File: src/rtl/ir_key_ctrl.sv
// ir_key_ctrl: turns a decoded IR key code stream into press / repeat /
// release key events, queued in a 4-deep show-ahead event FIFO.
//
// Ports:
//   clk27        system clock, rising edge
//   reset_n      asynchronous active-low reset
//   enable       1 = generate key events, 0 = suppress (FSM held in IDLE)
//   ir_code      decoded {address, command}; 0 = no key held
//   ir_code_ack  one-cycle pulse, ir_code holds a newly validated frame
//   evt_rd       pop head event (ignored when empty)
//   ovf_clr      clear sticky overflow flag
//   evt_valid    FIFO non-empty
//   evt_type     head event type: 01 press, 10 repeat, 11 release (0 when empty)
//   evt_code     head event key code (0 when empty)
//   evt_level    FIFO occupancy 0..4
//   overflow     sticky, set when an event was dropped on a full FIFO
//   key_held     1 when the FSM is not IDLE
module ir_key_ctrl #(
    parameter int unsigned REPEAT_DELAY  = 13500000,
    parameter int unsigned REPEAT_PERIOD = 4050000
) (
    input  logic        clk27,
    input  logic        reset_n,
    input  logic        enable,
    input  logic [15:0] ir_code,
    input  logic        ir_code_ack,
    input  logic        evt_rd,
    input  logic        ovf_clr,
    output logic        evt_valid,
    output logic [1:0]  evt_type,
    output logic [15:0] evt_code,
    output logic [2:0]  evt_level,
    output logic        overflow,
    output logic        key_held
);

    localparam logic [1:0]  EVT_PRESS   = 2'b01;
    localparam logic [1:0]  EVT_REPEAT  = 2'b10;
    localparam logic [1:0]  EVT_RELEASE = 2'b11;
    localparam logic [23:0] DELAY_LAST  = 24'(REPEAT_DELAY - 1);
    localparam logic [23:0] PERIOD_LAST = 24'(REPEAT_PERIOD - 1);

    typedef enum logic [1:0] {IDLE, DELAY, REPEAT, PEND_PRESS} state_t;

    state_t      state, state_nx;
    logic [15:0] cur_code, cur_code_nx;
    logic [23:0] timer, timer_nx;
    logic        push;
    logic [1:0]  push_type;
    logic [15:0] push_code;

    // ---------------- key FSM ----------------
    always_ff @(posedge clk27 or negedge reset_n) begin
        if (!reset_n) begin
            state    <= IDLE;
            cur_code <= '0;
            timer    <= '0;
        end else begin
            state    <= state_nx;
            cur_code <= cur_code_nx;
            timer    <= timer_nx;
        end
    end

    always_comb begin
        state_nx    = state;
        cur_code_nx = cur_code;
        timer_nx    = timer;
        push        = 1'b0;
        push_type   = 2'b00;
        push_code   = cur_code;
        if (!enable) begin
            // Held key is abandoned silently: no RELEASE is queued.
            state_nx = IDLE;
            timer_nx = '0;
        end else begin
            case (state)
                IDLE: begin
                    if (ir_code_ack && ir_code != '0) begin
                        push        = 1'b1;
                        push_type   = EVT_PRESS;
                        push_code   = ir_code;
                        cur_code_nx = ir_code;
                        timer_nx    = '0;
                        state_nx    = DELAY;
                    end
                end
                DELAY, REPEAT: begin
                    timer_nx = timer + 24'd1;
                    // Release beats a new key, which beats timer expiry.
                    if (ir_code == '0) begin
                        push      = 1'b1;
                        push_type = EVT_RELEASE;
                        timer_nx  = '0;
                        state_nx  = IDLE;
                    end else if (ir_code_ack && ir_code != cur_code) begin
                        push        = 1'b1;
                        push_type   = EVT_RELEASE;
                        cur_code_nx = ir_code;
                        state_nx    = PEND_PRESS;
                    end else if (timer == ((state == DELAY) ? DELAY_LAST : PERIOD_LAST)) begin
                        push      = 1'b1;
                        push_type = EVT_REPEAT;
                        timer_nx  = '0;
                        state_nx  = REPEAT;
                    end
                end
                PEND_PRESS: begin
                    // cur_code already holds the new key from the previous cycle.
                    push      = 1'b1;
                    push_type = EVT_PRESS;
                    timer_nx  = '0;
                    state_nx  = DELAY;
                end
                default: state_nx = IDLE;
            endcase
        end
    end

    assign key_held = (state != IDLE);

    // ---------------- event FIFO ----------------
    logic [17:0] mem [4];
    logic [1:0]  wr_ptr, rd_ptr;
    logic [2:0]  level;
    logic        full, pop, wr_en, drop;

    assign full  = (level == 3'd4);
    assign pop   = evt_rd && (level != 3'd0);
    // A pop in the same cycle frees the slot, so a push into a full FIFO still succeeds.
    assign wr_en = push && (!full || pop);
    assign drop  = push && full && !pop;

    always_ff @(posedge clk27) begin
        if (wr_en) mem[wr_ptr] <= {push_type, push_code};
    end

    always_ff @(posedge clk27 or negedge reset_n) begin
        if (!reset_n) begin
            wr_ptr   <= '0;
            rd_ptr   <= '0;
            level    <= '0;
            overflow <= 1'b0;
        end else begin
            if (wr_en) wr_ptr <= wr_ptr + 2'd1;
            if (pop)   rd_ptr <= rd_ptr + 2'd1;
            case ({wr_en, pop})
                2'b10:   level <= level + 3'd1;
                2'b01:   level <= level - 3'd1;
                default: level <= level;
            endcase
            if (drop)         overflow <= 1'b1;
            else if (ovf_clr) overflow <= 1'b0;
        end
    end

    assign evt_valid = (level != 3'd0);
    assign evt_level = level;
    assign {evt_type, evt_code} = evt_valid ? mem[rd_ptr] : 18'd0;

endmodule

File: config.mk
export PLATFORM = sky130hd
export DESIGN_NAME = ir_key_ctrl
export DESIGN_NICKNAME = d
export VERILOG_FILES = /design/src/rtl/ir_key_ctrl.sv
export SDC_FILE = /design/constraint.sdc
export NUM_CORES = 1
export LEC_CHECK = 0
export ABC_AREA = 1
export ABC_CLOCK_PERIOD_IN_PS = 7000
export CAP_MARGIN = 20
export CORE_UTILIZATION = 50
export CTS_CLUSTER_SIZE = 25
export DETAILED_ROUTE_END_ITERATION = 10
export PLACE_DENSITY = 0.8
export SLEW_MARGIN = 10
export SYNTH_ARGS = -nofsm -noshare
export SYNTH_HDL_FRONTEND = slang
export SYNTH_SLANG_ARGS = --single-unit
export TNS_END_PERCENT = 100
File: constraint.sdc
create_clock -name clk27 -period 7 [get_ports clk27]
set_input_delay 1.4 -clock clk27 [delete_from_list [all_inputs] [get_ports clk27]]
set_output_delay 1.4 -clock clk27 [all_outputs]
set_load 0.02 [all_outputs]
Word level (Yosys, flattened, before mapping)
Memory sizes are Yosys's and may differ from the RTL's.
Index checks and enable logic that the tools add are counted.
Word-level totals
  flip-flop bits (word level): 50
  bits in writable memories: 72
  bits of input ports: 22
  output and inout bits: 24
  logic and storage cells: 82
  memories: 1
Operators by class
  add/sub/neg operators: 5
  equality and inequality tests: 12
  muxes and demuxes: 37
  reduce and logical (&&, ||, !) cells: 20
Memories
  mem: words 4, bits a word 18, read ports 1, clocked after memory_dff 0, wr ports 1, RTL line 123  | logic [17:0] mem [4];
Operator list (number)
  2-to-1 mux 24 bit: 6
  2-to-1 mux 16 bit: 5
  one-hot mux 24 bit (3 select lines): 1
  one-hot mux 16 bit (2 select lines): 1
  adder 24 x 1 -> 24 bit (second input constant): 1
  == test 24 bit: 1
  2-to-1 mux 18 bit: 1
  2-to-1 mux 2 bit: 9
  zero test 16 bit: 1
  != test 16 bit: 1
  nonzero test 16 bit: 1
  one-hot mux 2 bit (3 select lines): 2
  2-to-1 mux 1 bit: 10
  nonzero test 2 bit: 4
  == test 2 bit (second input constant): 3
  logical AND 1 bit: 6
  one-hot mux 3 bit (2 select lines): 1
  != test 5 bit (second input constant): 1
  adder 2 x 1 -> 2 bit (second input constant): 2
  == test 2 x 1 -> 1 bit (second input constant): 2
  != test 2 bit (second input constant): 2
  AND reduction 4 bit: 1
  adder 3 x 1 -> 3 bit (second input constant): 1
  == test 3 bit (second input constant): 1
  other kinds (9): 10

Longest topological paths before layout
  word-level depth: 11
  gate-level depth with buffers: 20
  mapped depth without buffers: 19

Least setup slack after synthesis
Ideal clock, no wire load.
  kind: input-to-reg
  start point: input ir_code[14]
  end point: memory mem[0][0] (enable)
  library setup time: 393 ps
  arrival time: 3022 ps
  required time: 6607 ps
  slack: 3586 ps
  stages: 11
  path buffers: 0
  path through: inv_1 -> nand4_1 -> nor2_1 -> nand2_2 -> inv_2 -> nand2_1 -> nand2_1 -> inv_1 -> nand2_2 -> nand3_4 -> nor2_1
On the way
  longest elaborated chain between the ends: 9
  elaborated cells between the ends (all ways): 13
  those cells by class: eq/ne (1); mux (7); reduce/logical (5)
RTL lines
  start: declaration: RTL line 25  | input logic [15:0] ir_code,
  != test 16 bit: RTL line 96  | end else if (ir_code_ack && ir_code != cur_code) begin
  logical AND 1 bit: RTL line 96
  2-to-1 mux 1 bit: RTL line 96
  2-to-1 mux 1 bit: RTL line 91  | if (ir_code == '0) begin
  one-hot mux 1 bit (3 select lines) (*): RTL line 77  | case (state)
  2-to-1 mux 1 bit (*): RTL line 72  | if (!enable) begin
  logical AND 1 bit (*): RTL line 131  | assign wr_en = push && (!full || pop);
  2-to-1 mux 1 bit (*): RTL line 135  | if (wr_en) mem[wr_ptr] <= {push_type, push_code};
  2-to-1 mux 1 bit (not written as such) (*): RTL line 135
  end: declaration: RTL line 123
Every way passes the cells marked *; elsewhere a longest branch is shown, timed or not.

Worst setup path in the final report
  start point: register rd_ptr[1]
  end point: output evt_code[6]
On the way
  longest elaborated chain between the ends: 2
RTL lines
  start: declaration: RTL line 124  | logic [1:0] wr_ptr, rd_ptr;
  start signal: assignment: RTL line 146  | if (pop) rd_ptr <= rd_ptr + 2'd1;
  memory (4 x 18 bit)
  2-to-1 mux 18 bit: RTL line 159  | assign {evt_type, evt_code} = evt_valid ? mem[rd_ptr] : 18'd0;
  end: declaration: RTL line 31  | output logic [15:0] evt_code,
No other way between the ends.

==> flow_metrics.tcl <==
set metrics [dict create \
    p_int_uw 2074 \
    worst_hold_path.num_cells 2 \
    grt_setup_unrepaired "false" \
    insertedDiodeCount 0 \
    reg2reg_from "state[1]" \
    die_w_um 117.0 \
    r2r_setup_slack_ns 4.13 \
    path_max_fanout 19 \
    final.setup_skew_ns 0.009105 \
    multiInputGateArea_um2 2743 \
    vias_per_cell 5.242 \
    syn-num-nets 835 \
    clock_path_buffers 2 \
    leakagePower_uw 0.003239 \
    die-area_um2 13690 \
    power_frac_comb_pct 43.8 \
    final_core_util_pct 60.89 \
    layout_commonest_cell "nand2_1" \
    area_delta_synth_final_pct 17.57 \
    end_kind "output pin" \
    final_cell_mix "nand2_1, nor2_1, o21ai_0, edfxtp_1, inv_1" \
    syn_area_per_cell_um2 8.238 \
    cts_tree "built" \
    synth-seq-cells 122 \
    slew_headroom_pct 37.77 \
    hold_violations 0 \
    path_clk_slew_ns 0.06 \
    initial_core_util_pct 51.79 \
    grt_pass1_vias 4871 \
    io_pins 46 \
    drive_above_1_share_pct 8.042 \
    dieHeight_um 117.0 \
    arrival_ns 3.18 \
    grt_max_degree 51 \
    postCtsHoldBufs 0 \
    routabilityCongestion 0.8893 \
    worstMarginPinSlew_ns 0.9312 \
    drc 0 \
    switching_share_pct 40.31 \
    portBuffers 45 \
    clkLatencyLatePin_ns 0.42 \
    synth_top_area_share_pct 32.68 \
    fin_nets 878 \
    hold_ws_ns 0.5254 \
    tns_ns 0 \
    period_needed_ns 4.584 \
    worstHoldStart "timer[1]" \
    overflow 0 \
    synth_area_um2 6615 \
    ff2ff_path_depth 17 \
    p_per_area_nw_per_um2 446.7 \
    drt_first_pass_iters 5 \
    worst_setup_path_start_kind "flip-flop" \
    vias 5399 \
    clkPwrFrac_pct 24.4 \
    drv_slew 0 \
    fill_cells 1056 \
    postRouteWirelength_mm 14.46 \
    vdd_ir_drop_max_mv 0.2199 \
    cts_setup_buffers 0 \
    drt_iter0_markers 570 \
    criticalPathCategory "reg -> out" \
    syn_inst 803 \
    h-tree-depth 4 \
    fin_crit_sh_pct 65.49 \
    core_um2 12770 \
    grt_usage_pct 23.05 \
    grt_pass1_wl_mm 23.56 \
    pwr-share-seq_pct 31.8 \
    maxCapViolCount 0 \
    row_count 41 \
    synth_top_cell_by_area "edfxtp_1" \
    ff_latch_area_um2 3413 \
    cts_buffers 17 \
    seq_area_frac_synth_pct 51.60 \
    status "finished, final reports clean" \
    synthTopCellsByArea "edfxtp_1, dfrtp_1, nand2_1, nor2_1, o21ai_0" \
    post_drt_wl_per_cell_um 14.04 \
    hold_end "timer[1]" \
    antenna_left 0 \
    finalSetupViolations 0 \
    cts.sinks 122 \
    hold_class "reg -> reg" \
    cts_root_buf "clkbuf_16" \
    dp_hpwl_mm 9.427 \
    max_freq_mhz 218.1 \
    cp.required_ns 5.60 \
    yosysUniqueCellTypes 42 \
    p_sw_uw 1400 \
    cts_resized 0 \
    timing.rr.end "evt_level[1]" \
    antenna_found_initial 0 \
    ys_warn_count 0 \
]
==> worst max-delay path by stage <==
stage / start / end / depth (start not counted)
after floorplan: ir_code[14] / mem[0][0] / 11
after global placement: ir_code[3] / evt_level[2] / 19
after detailed placement: ir_code[2] / evt_level[2] / 19
after CTS: rd_ptr[1] / evt_code[4] / 5
after global routing: rd_ptr[1] / evt_code[11] / 5
final: rd_ptr[1] / evt_code[6] / 5
==> cell families after synthesis <==
logic type      Yosys count  synth area share, %
compound gates          133                10.71
xor+xnor                 19                2.516
fa+ha+maj                10                2.005
buf+inv                 111                6.942
flops                   122                51.60
simple gates            408                26.23
==> layer usage <==
metal | GRT usage [%] | share of wire (%) | wire length, um | vias up
li1 | - | - | - | 2727
met1 | 31.38 | 45 | 6490 | 2466
met2 | 36.09 | 46 | 6725 | 186
met3 | 5.613 | 6.9 | 998 | 20
met4 | 8.270 | 1.7 | 248 | 0
met5 | 0 | 0 | 0 | -
==> worst max-delay path, cell delays in order (launching register included) <==
cell and delay, ns:
dfrtp_1 0.80, clkinv_1 0.74, nor2_1 0.24, o21ai_0 0.10, a21oi_1 0.23, clkdlybuf4s50_1 0.65
==> synthesized netlist by cell type <==
master / number
o21ai_0: 92
a21oi_2: 1
clkbuf_1: 14
nand3b_1: 2
nor2_1: 130
xor2_1: 14
nand2_4: 3
buf_6: 2
a21boi_1: 1
a21oi_4: 1
dfrtp_1: 50
edfxtp_1: 72
ha_1: 9
nor3_4: 1
nand2_1: 195
clkinv_1: 3
xnor2_1: 5
buf_2: 5
nor3_2: 2
o21ai_4: 1
buf_4: 5
or2_0: 1
and3_1: 1
nor3b_1: 1
inv_4: 1
o21ai_2: 1
o21ai_1: 7
nor2_4: 1
o21a_1: 1
nand3_4: 1
nand4_1: 16
fa_1: 1
nor3_1: 9
inv_2: 10
inv_1: 69
a211oi_1: 1
nand2_2: 7
nand3_1: 36
nor2_2: 2
a21oi_1: 26
buf_1: 2
o211a_1: 1
==> state kept, by name, indices dropped and copies added, names as in the netlist <==
register,flops
cur_code,16
wr_ptr,2
rd_ptr,2
evt_level,3
mem,72
state,2
timer,24
overflow,1
==> area by class of cell <==
type	count	area share, %
Inverter	83	4.038
Clock inverter	13	1.866
Tap cell	172	2.767
Clock buffer	18	5.518
Multi-Input combinational cell	570	35.26
Sequential cell	122	43.89
Timing Repair Buffer	52	6.660
==> power groups by stage <==
stage / logic, uW / registers (uW) / clock network [uW]
4_1_cts: 1490 / 1100 / 858
2_1_floorplan: 1040 / 1090 / 0
6_report: 1520 / 1100 / 847
3_3_place_gp: 1450 / 1110 / 0
5_1_grt: 1720 / 1120 / 887
3_5_place_dp: 1480 / 1110 / 0
==> through the flow <==
step                std cells  power [uW]  setup slack [ns]  area, um^2
floorplan                 803        2133             3.586        6615
finish                   1030        3474             2.416        7777
global route             1030        3727             2.194        7777
detailed placement        998        2592             2.783        7176
global placement          998        2557             2.879        7176
CTS                      1029        3449             2.374        7750
Power figures use the tool's default switching activity.
